$ cat src/rtl/attack_projectiles.sv
// Multi-slot projectile generator: spawns, moves and expires projectiles on game
// frame ticks, and renders the lowest-index projectile covering the current pixel.
module attack_projectiles #(
  parameter int         NUM_SLOTS = 4,
  parameter int         SIZE      = 16,
  parameter int         SPEED     = 4,
  parameter int         RANGE     = 160,
  parameter int         COOLDOWN  = 8,
  parameter int         SCREEN_W  = 320,
  parameter int         SCREEN_H  = 240,
  parameter logic [7:0] FIRE_KEY  = 8'd44
) (
  input  logic                 Clk,
  input  logic                 Reset,
  input  logic                 game_frame_clk_rising_edge,
  input  logic [7:0]           keycode,
  input  logic [8:0]           Player_X,
  input  logic [8:0]           Player_Y,
  input  logic [1:0]           Player_Direction,
  input  logic [8:0]           PixelX,
  input  logic [8:0]           PixelY,
  output logic                 is_obj,
  output logic [7:0]           Obj_address,
  output logic [((NUM_SLOTS > 1) ? $clog2(NUM_SLOTS) : 1)-1:0] hit_slot,
  output logic [NUM_SLOTS-1:0] active_mask,
  output logic                 fire_pulse
);

  localparam int HW = (NUM_SLOTS > 1) ? $clog2(NUM_SLOTS) : 1;
  localparam int SW = (SIZE > 1) ? $clog2(SIZE) : 1;
  localparam int CW = (COOLDOWN > 0) ? $clog2(COOLDOWN + 1) : 1;

  localparam logic [9:0]  SPEED_W = 10'(SPEED);
  localparam logic [9:0]  SIZE_W  = 10'(SIZE);
  localparam logic [9:0]  SCR_W   = 10'(SCREEN_W);
  localparam logic [9:0]  SCR_H   = 10'(SCREEN_H);
  localparam logic [10:0] RANGE_W = 11'(RANGE);

  logic [NUM_SLOTS-1:0] active_r, active_s;
  logic [8:0]           x_r    [NUM_SLOTS];
  logic [8:0]           x_s    [NUM_SLOTS];
  logic [8:0]           y_r    [NUM_SLOTS];
  logic [8:0]           y_s    [NUM_SLOTS];
  logic [1:0]           dir_r  [NUM_SLOTS];
  logic [1:0]           dir_s  [NUM_SLOTS];
  logic [9:0]           trav_r [NUM_SLOTS];
  logic [9:0]           trav_s [NUM_SLOTS];
  logic [CW-1:0]        cool_r, cool_s;
  logic                 fire_r, fire_s;

  logic [8:0]           spawn_x_s, spawn_y_s;
  logic                 spawn_ok_s;
  logic                 free_s;
  logic [HW-1:0]        free_idx_s;
  logic                 expire_s;
  logic [9:0]           x10_s, y10_s;
  logic [10:0]          trav_next_s;

  logic [NUM_SLOTS-1:0] hit_s;
  logic [7:0]           addr_s [NUM_SLOTS];
  logic [9:0]           ox_s, oy_s;
  logic [SW-1:0]        dx_s, dy_s;

  // Spawn point in front of the player; left/up spawns need room on screen.
  always_comb begin
    spawn_x_s  = Player_X + 9'd1;
    spawn_y_s  = Player_Y + 9'd20;
    spawn_ok_s = 1'b1;
    case (Player_Direction)
      2'd0: begin
        spawn_x_s  = Player_X + 9'd1;
        spawn_y_s  = Player_Y + 9'd20;
        spawn_ok_s = 1'b1;
      end
      2'd1: begin
        spawn_x_s  = Player_X - 9'(SIZE);
        spawn_y_s  = Player_Y + 9'd2;
        spawn_ok_s = (Player_X >= 9'(SIZE));
      end
      2'd2: begin
        spawn_x_s  = Player_X + 9'd1;
        spawn_y_s  = Player_Y - 9'(SIZE);
        spawn_ok_s = (Player_Y >= 9'(SIZE));
      end
      2'd3: begin
        spawn_x_s  = Player_X + 9'd18;
        spawn_y_s  = Player_Y + 9'd2;
        spawn_ok_s = 1'b1;
      end
      default: begin
        spawn_x_s  = Player_X + 9'd1;
        spawn_y_s  = Player_Y + 9'd20;
        spawn_ok_s = 1'b1;
      end
    endcase
  end

  // Lowest-index slot that is free at the start of the tick.
  always_comb begin
    free_s     = 1'b0;
    free_idx_s = {HW{1'b0}};
    for (int i = NUM_SLOTS - 1; i >= 0; i--) begin
      free_idx_s = active_r[i] ? free_idx_s : HW'(i);
      free_s     = free_s | ~active_r[i];
    end
  end

  // Frame-tick update: move or expire every active slot, then maybe spawn.
  always_comb begin
    active_s    = active_r;
    x_s         = x_r;
    y_s         = y_r;
    dir_s       = dir_r;
    trav_s      = trav_r;
    cool_s      = cool_r;
    fire_s      = 1'b0;
    expire_s    = 1'b0;
    x10_s       = 10'd0;
    y10_s       = 10'd0;
    trav_next_s = 11'd0;
    if (game_frame_clk_rising_edge) begin
      for (int i = 0; i < NUM_SLOTS; i++) begin
        x10_s       = {1'b0, x_r[i]};
        y10_s       = {1'b0, y_r[i]};
        trav_next_s = {1'b0, trav_r[i]} + 11'(SPEED);
        case (dir_r[i])
          2'd0:    expire_s = (y10_s + SPEED_W + SIZE_W) > SCR_H;
          2'd1:    expire_s = x10_s < SPEED_W;
          2'd2:    expire_s = y10_s < SPEED_W;
          2'd3:    expire_s = (x10_s + SPEED_W + SIZE_W) > SCR_W;
          default: expire_s = 1'b0;
        endcase
        expire_s = expire_s | (trav_next_s > RANGE_W);
        if (!active_r[i]) begin
          active_s[i] = 1'b0;
        end else if (expire_s) begin
          active_s[i] = 1'b0;
        end else begin
          trav_s[i] = trav_next_s[9:0];
          case (dir_r[i])
            2'd0:    y_s[i] = y_r[i] + 9'(SPEED);
            2'd1:    x_s[i] = x_r[i] - 9'(SPEED);
            2'd2:    y_s[i] = y_r[i] - 9'(SPEED);
            2'd3:    x_s[i] = x_r[i] + 9'(SPEED);
            default: x_s[i] = x_r[i];
          endcase
        end
      end
      // A blocked shot (no slot / bad spawn point) leaves the cooldown untouched.
      if ((keycode == FIRE_KEY) && (cool_r == {CW{1'b0}}) && free_s && spawn_ok_s) begin
        active_s[free_idx_s] = 1'b1;
        x_s[free_idx_s]      = spawn_x_s;
        y_s[free_idx_s]      = spawn_y_s;
        dir_s[free_idx_s]    = Player_Direction;
        trav_s[free_idx_s]   = 10'd0;
        cool_s               = CW'(COOLDOWN);
        fire_s               = 1'b1;
      end else if (cool_r != {CW{1'b0}}) begin
        cool_s = cool_r - CW'(1);
      end else begin
        cool_s = cool_r;
      end
    end else begin
      fire_s = 1'b0;
    end
  end

  // State registers; Reset wins over a coincident frame tick.
  always_ff @(posedge Clk) begin
    if (Reset) begin
      active_r <= {NUM_SLOTS{1'b0}};
      cool_r   <= {CW{1'b0}};
      fire_r   <= 1'b0;
      for (int i = 0; i < NUM_SLOTS; i++) begin
        x_r[i]    <= 9'd0;
        y_r[i]    <= 9'd0;
        dir_r[i]  <= 2'd0;
        trav_r[i] <= 10'd0;
      end
    end else begin
      active_r <= active_s;
      cool_r   <= cool_s;
      fire_r   <= fire_s;
      x_r      <= x_s;
      y_r      <= y_s;
      dir_r    <= dir_s;
      trav_r   <= trav_s;
    end
  end

  // Per-slot hit test and sprite address, mirrored for left/up travel.
  always_comb begin
    ox_s = 10'd0;
    oy_s = 10'd0;
    dx_s = {SW{1'b0}};
    dy_s = {SW{1'b0}};
    for (int i = 0; i < NUM_SLOTS; i++) begin
      ox_s      = {1'b0, PixelX} - {1'b0, x_r[i]};
      oy_s      = {1'b0, PixelY} - {1'b0, y_r[i]};
      hit_s[i]  = active_r[i] && (PixelX >= x_r[i]) && (ox_s < SIZE_W) &&
                  (PixelY >= y_r[i]) && (oy_s < SIZE_W);
      dx_s      = (dir_r[i] == 2'd1) ? (SW'(SIZE - 1) - SW'(ox_s)) : SW'(ox_s);
      dy_s      = (dir_r[i] == 2'd2) ? (SW'(SIZE - 1) - SW'(oy_s)) : SW'(oy_s);
      addr_s[i] = 8'({dy_s, dx_s});
    end
  end

  // Priority select: scanning downwards lets the lowest hitting index win.
  always_comb begin
    is_obj      = 1'b0;
    Obj_address = 8'd0;
    hit_slot    = {HW{1'b0}};
    for (int i = NUM_SLOTS - 1; i >= 0; i--) begin
      is_obj      = is_obj | hit_s[i];
      Obj_address = hit_s[i] ? addr_s[i] : Obj_address;
      hit_slot    = hit_s[i] ? HW'(i) : hit_slot;
    end
  end

  assign active_mask = active_r;
  assign fire_pulse  = fire_r;

endmodule
$ cat config.mk
export PLATFORM = sky130hd
export DESIGN_NAME = attack_projectiles
export DESIGN_NICKNAME = d
export VERILOG_FILES = /design/src/rtl/attack_projectiles.sv
export SDC_FILE = /design/constraint.sdc
export NUM_CORES = 1
export LEC_CHECK = 0
export CORE_ASPECT_RATIO = 0.9
export CORE_MARGIN = 1.5
export CORE_UTILIZATION = 60
export CTS_CLUSTER_SIZE = 16
export DETAILED_ROUTE_END_ITERATION = 7
export HOLD_SLACK_MARGIN = 0.05
export PLACE_DENSITY = 0.77
export SLEW_MARGIN = 30
export SYNTH_ARGS = -nofsm -noshare
export SYNTH_HDL_FRONTEND = slang
export SYNTH_SLANG_ARGS = --single-unit
$ cat constraint.sdc
create_clock -name Clk -period 5.2 [get_ports Clk]
set_input_delay 1.04 -clock Clk [delete_from_list [all_inputs] [get_ports Clk]]
set_output_delay 1.04 -clock Clk [all_outputs]
set_load 0.05 [all_outputs]
[Word-level counts from Yosys, hierarchy flattened]
Cells that the tools add are included.
Storage, ports and cells
  input port bits: 49
  flip-flop bits (word level): 129
  logic and storage cells: 295
Operators by class
  multiplexer cells: 105
  equality and inequality tests: 16
  reductions and logical operators: 35
  order comparisons: 42
  add/sub/neg operators: 59
  bitwise logic cells: 19
Operators with widths (count)
  $mux W9: 25
  $pmux W9 S2: 8
  $mux W10: 13
  $add A10 B5 Y10 const B: 8
  $add A9 B3 Y10 const B: 8
  $lt A10 B5 Y1 const B: 8
  $sub A9 B9 Y10: 8
  $add A9 B3 Y9 const B: 8
  $bwmux W36: 2
  $ge A9 B9 Y1: 8
  $lt A9 B3 Y1 const B: 8
  $mux W36: 2
  $sub A9 B3 Y9 const B: 8
  $pmux W9 S3: 2
  $add A10 B3 Y11 const B: 4
  $gt A11 B8 Y1 const B: 4
  $mux W4: 11
  $and A40 B40 Y40: 1
  $gt A10 B8 Y1 const B: 4
  $gt A10 B9 Y1 const B: 4
  $mux W40: 1
  $not A40 Y40: 1
  $mux W8: 4
  $sub A4 B4 Y4 const A: 8
  33 further kinds: 118

[Logic depth before layout (Yosys ltp)]
Gate-level depths: netlist (run 1).
  depth in word-level cells: 12
  gate-level depth with buffers: 14

[Worst setup path after synthesis (run 1)]
OpenSTA, ideal clock, no wires.
  path type: input port to output port
  from: input port PixelY[0]
  to: output port hit_slot[0] (netlist name)
  stages on the path: 13
  arrival time: 4.374 ns
  setup slack: -0.214 ns
  cells stage by stage: inv_1 ha_1 inv_1 fa_1 a211o_1 o2111ai_1 a311oi_1 nor3b_1 a21oi_1 nor4_2 and2_1 nand2_1 a21boi_0
Between the ends
  longest elaborated chain between the ends: 7
  elaborated cells between the ends (all ways): 24
  those cells by class: add/sub (4); order compare (8); mux (4); reduce/logical (8)
Ends and longest elaborated chain
  start, declared: RTL line 21  | input logic [8:0] PixelY,
  $sub A9 B9 Y10 or $ge A9 B9 Y1 (tied branches): RTL line 199, 201
  $lt A10 B5 Y1 or $logic_and A1 B1 Y1 (tied branches): RTL line 201, 200
  $logic_and A1 B1 Y1: RTL line 201  | (PixelY >= y_r[i]) && (oy_s < SIZE_W);
  $mux W2 (3 in series): RTL line 216  | hit_slot = hit_s[i] ? HW'(i) : hit_slot;
  $mux W2 (*): RTL line 216
  end, declared: RTL line 24  | output logic [((NUM_SLOTS > 1) ? $clog2(NUM_SLOTS) : 1)-1:0] hit_slot,
Every way passes the cells marked *; elsewhere a longest branch is shown, timed or not.

[Worst setup path in the final report (run 1)]
  from: input port PixelY[0]
  to: output port Obj_address[2]
Between the ends
  longest elaborated chain between the ends: 7
  elaborated cells between the ends (all ways): 24
  those cells by class: add/sub (4); order compare (8); mux (4); reduce/logical (8)
Ends and longest elaborated chain
  $sub A9 B9 Y10 or $ge A9 B9 Y1 (tied branches): RTL line 199, 201
  $lt A10 B5 Y1 or $logic_and A1 B1 Y1 (tied branches): RTL line 201, 200
  $logic_and A1 B1 Y1: RTL line 201
  $mux W8 (3 in series): RTL line 215  | Obj_address = hit_s[i] ? addr_s[i] : Obj_address;
  $mux W8 (*): RTL line 215
  end, declared: RTL line 23  | output logic [7:0] Obj_address,
Marks and branches as above.

==> flow_summary_export.csv, run 1 <==
group,metric,value,unit
run_status,outcome,"finished, final reports clean",
synthesis,ys_seq_elements,129,
setup_path,cp_common_cell,"a21o_1",
cts,clockBufferDepth,2,
power_and_ir_drop,peakVddDrop,183,uV
synthesis,yosys.cell_types.count,101,
setup_path,r2r_start,"trav_r[12]",
setup_path,slowest_stage,"or4b_4",
cts,path_clk_slew,0.06,ns
power_and_ir_drop,p_sw_frac,0.306,
setup_path,r2r_cells,10,
cts,htreeDepth,4,
synthesis,synthesis.area,0.0132,mm2
route,highest_layer,"met4",
cts,cts-root-buf,"clkbuf_16",
route,ant_nets,0,
power_and_ir_drop,p_int,1.97,mW
cts,cts_buffers,17,
setup_path,path_buf_inv,6,
cts,cts_tree,"yes",
route,via_per_inst,6.57,
finish,final_nets,2104,
cts,insertion_delay,0.43,ns
power_and_ir_drop,p_switching,0.868,mW
grt,antenna_found_initial,0,
sta,relSlewSlack,0.414,
route,wl_per_cell,20.6,um
sta,finalSetupViolCount,0,
setup_path,cp-end-kind,"output port",
setup_path,crit_path_cell_trace,"dlymetal6s2s_1 -> inv_2 -> buf_4 -> ha_4 -> inv_1 -> fa_2 -> a21o_1 -> a21o_1 -> a211oi_2 -> a31oi_1 -> a2111oi_2 -> or4b_4 -> buf_8 -> o21a_1 -> o22ai_2 -> buf_12",
setup_path,critPathMaxStageDelay,0.59,ns
hold_path,worstHoldPathCells,2,
sta,fin_crit_sh,0.985,
grt,grt_usage,0.387,
floorplan,core_area,0.0216,mm2
sta,tightest_slew,0.879,ns
synthesis,syn_inst,1813,
hold_path,hp-class,"flop to flop",
hold_path,hp-start,"trav_r[8]",
setup_path,reg2reg_slack,1.66,ns
sta,hold_ws,0.442,ns
placement,post-dp-hpwl,33300,um
finish,postLayoutCellArea,0.0159,mm2
setup_path,critPathTopFamily,"compound AO/OA/AOI/OAI gates",
synthesis,synth_edf_count,0,
power_and_ir_drop,pwr-share-comb,0.234,
sta,slew_violations,0,
synthesis,yosysSeqAreaShare,0.195,
route,routed-wl-met2,20700,um
setup_path,critPathKind,"input port to output port",
floorplan,dieWidth,160,um
hold_path,whs_endpoint,"trav_r[8]",
power_and_ir_drop,pwr-share-clk,0.407,
route,drt_wl_total,46000,um
setup_path,required,4.16,ns
finish,drive_gt1_frac,0.143,
sta,hold_viol,0,
floorplan,dieArea,0.0229,mm2
route,vias,14685,
route,route.met3.wl,4340,um
route,first_pass_iters,7,
setup_path,cp.arrival,4.08,ns
finish,layout_commonest_cell,"nand2_1",
finish,layout_common_cells,"nand2_1, nor2_1, dfxtp_1",
grt,grt_start_max_net_pins,68,
placement,place.gp.congestion,0.994,
setup_path,path_max_fanout,7,
sta,clock_skew,0.00958,ns
sta,fin_crit,5.12,ns
synthesis,yosysWarnings,0,
floorplan,start_util,0.611,
power_and_ir_drop,power_density,178,mW/mm2
floorplan,io_pins,65,
placement,port_buffers,64,
synthesis,synth_fp_nets,1987,
cts,clock-sinks,129,
floorplan,std_cell_rows,51,
floorplan,die_height,144,um
synthesis,synthArstFlopShare,0,
synthesis,avgSynthCellArea,7.30,um2
synthesis,ys.flop_type,"dfxtp_1",
route,route.detailed.drc,0,
placement,placed_cell_area,0.0148,mm2
finish,area_growth,20.4,%
power_and_ir_drop,leakagePower,5.82,nW
power_and_ir_drop,seqPwrFrac,0.359,
route,wl_met1,18700,um
grt,grt_pass1_wl,70300,um
setup_path,r2r_end,"y_r[14]",
route,detail_route.iter0.violations,1765,
grt,overflow,0,
job,max_cap_viol_count,0,
setup_path,start_kind,"input port",
grt,grt_pass1_vias,13303,
sta,max_clock_freq,195,MHz
==> final cells by class <==
class	count	area, um2
antenna	2	5.00
clock buffer	23	478
clock inverter	8	80.1
fill	1731	5700
inverter	122	463
multi-input combinational	1472	10200
sequential	129	2580
tap	291	364
timing repair buffer	188	1720
==> per-stage QoR <==
stage	setup TNS [ns]	power, mW	setup WS [ns]	std cells	utilization
6_report	0	2.84	0.0773	2235	0.736
4_1_cts	0	2.80	0.00269	2227	0.721
5_1_grt	-0.0990	2.94	-0.0297	2233	0.736
3_3_place_gp	-1.12	1.63	-0.170	2189	0.682
2_1_floorplan	0	1.41	0.0578	1813	-
3_5_place_dp	-2.00	1.65	-0.242	2189	0.682
==> cell usage after synthesis, drive strengths merged, types with 21 or more instances <==
cell type,number,share of area
nand2,196,0.056
mux2i,23,0.017
nor3,53,0.021
ha,117,0.11
nand4,21,0.0099
nor2,149,0.042
xor2,25,0.017
a211oi,21,0.012
dfxtp,129,0.20
nand3,51,0.019
and2,25,0.012
o21ai,132,0.050
o22ai,29,0.015
a31oi,34,0.016
xnor2,58,0.038
a22oi,22,0.012
nand2b,22,0.010
clkbuf,66,0.019
a21oi,133,0.051
buf,24,0.011
nor2b,35,0.017
a21o,25,0.014
inv,121,0.034
and3,23,0.011
==> worst max-delay path by stage <==
stage	cells after the start	to	slack, ns	start
2_1_floorplan	14	Obj_address[4]	0.06	PixelY[0]
3_3_place_gp	17	Obj_address[0]	-0.17	PixelY[0]
3_5_place_dp	15	Obj_address[3]	-0.24	PixelX[0]
4_1_cts	17	Obj_address[3]	0.003	PixelY[0]
5_1_grt	16	Obj_address[2]	-0.03	PixelY[0]
6_report	16	Obj_address[2]	0.08	PixelY[0]
==> registers in the layout, summed over array words and instances (netlist names) <==
signal and flops:
cool_r 4, dir_r 8, y_r 36, x_r 36
active_mask 4, trav_r 40, fire_pulse 1
==> what timing repair did <==
action                     4_1_cts  5_1_grt
cloned                           1        0
pin swaps                       32       29
setup buffers                    6        6
gates resized for setup         63       56
hold buffers                     0        0
setup endpoints to repair       11       11
==> cells by family after synthesis <==
kind of cell,after synthesis,synth area share
multiplexers,35,0.0279
buffers and inverters,212,0.0640
adder cells (fa/ha/maj),125,0.123
AND/OR/NAND/NOR,667,0.255
XOR/XNOR,83,0.0550
AO/OA/AOI/OAI,562,0.280
flip-flops,129,0.195
==> power groups by stage <==
stage	Clock [mW]	Sequential, mW	Combinational, mW
2_1_floorplan	0	1.04	0.368
3_3_place_gp	0	1.04	0.593
3_5_place_dp	0	1.04	0.604
4_1_cts	1.15	1.02	0.622
5_1_grt	1.20	1.02	0.712
6_report	1.16	1.02	0.663
==> worst min-delay path, stage by stage, from the launching register on <==
cell,delay (ns)
dfxtp_1,0.32
nand2_1,0.06
nor2_1,0.03
==> per-layer routing <==
layer | track usage | up-vias
met5 | 0 | -
met2 | 0.632 | 750
met3 | 0.0900 | 196
li1 | - | 6895
met1 | 0.482 | 6844
met4 | 0.185 | 0
Note: power is estimated with default switching activity, not from simulation.
==> run 2: changes to the inputs <==
--- a/config.mk
+++ b/config.mk
@@ -5,6 +5,7 @@
 export SDC_FILE = /design/constraint.sdc
 export NUM_CORES = 1
 export LEC_CHECK = 0
+export CAP_MARGIN = 20
 export CORE_ASPECT_RATIO = 0.9
 export CORE_MARGIN = 1.5
 export CORE_UTILIZATION = 60
==> results of run 2 <==
Final layout, timing and power as in run 1 (identical DEF).
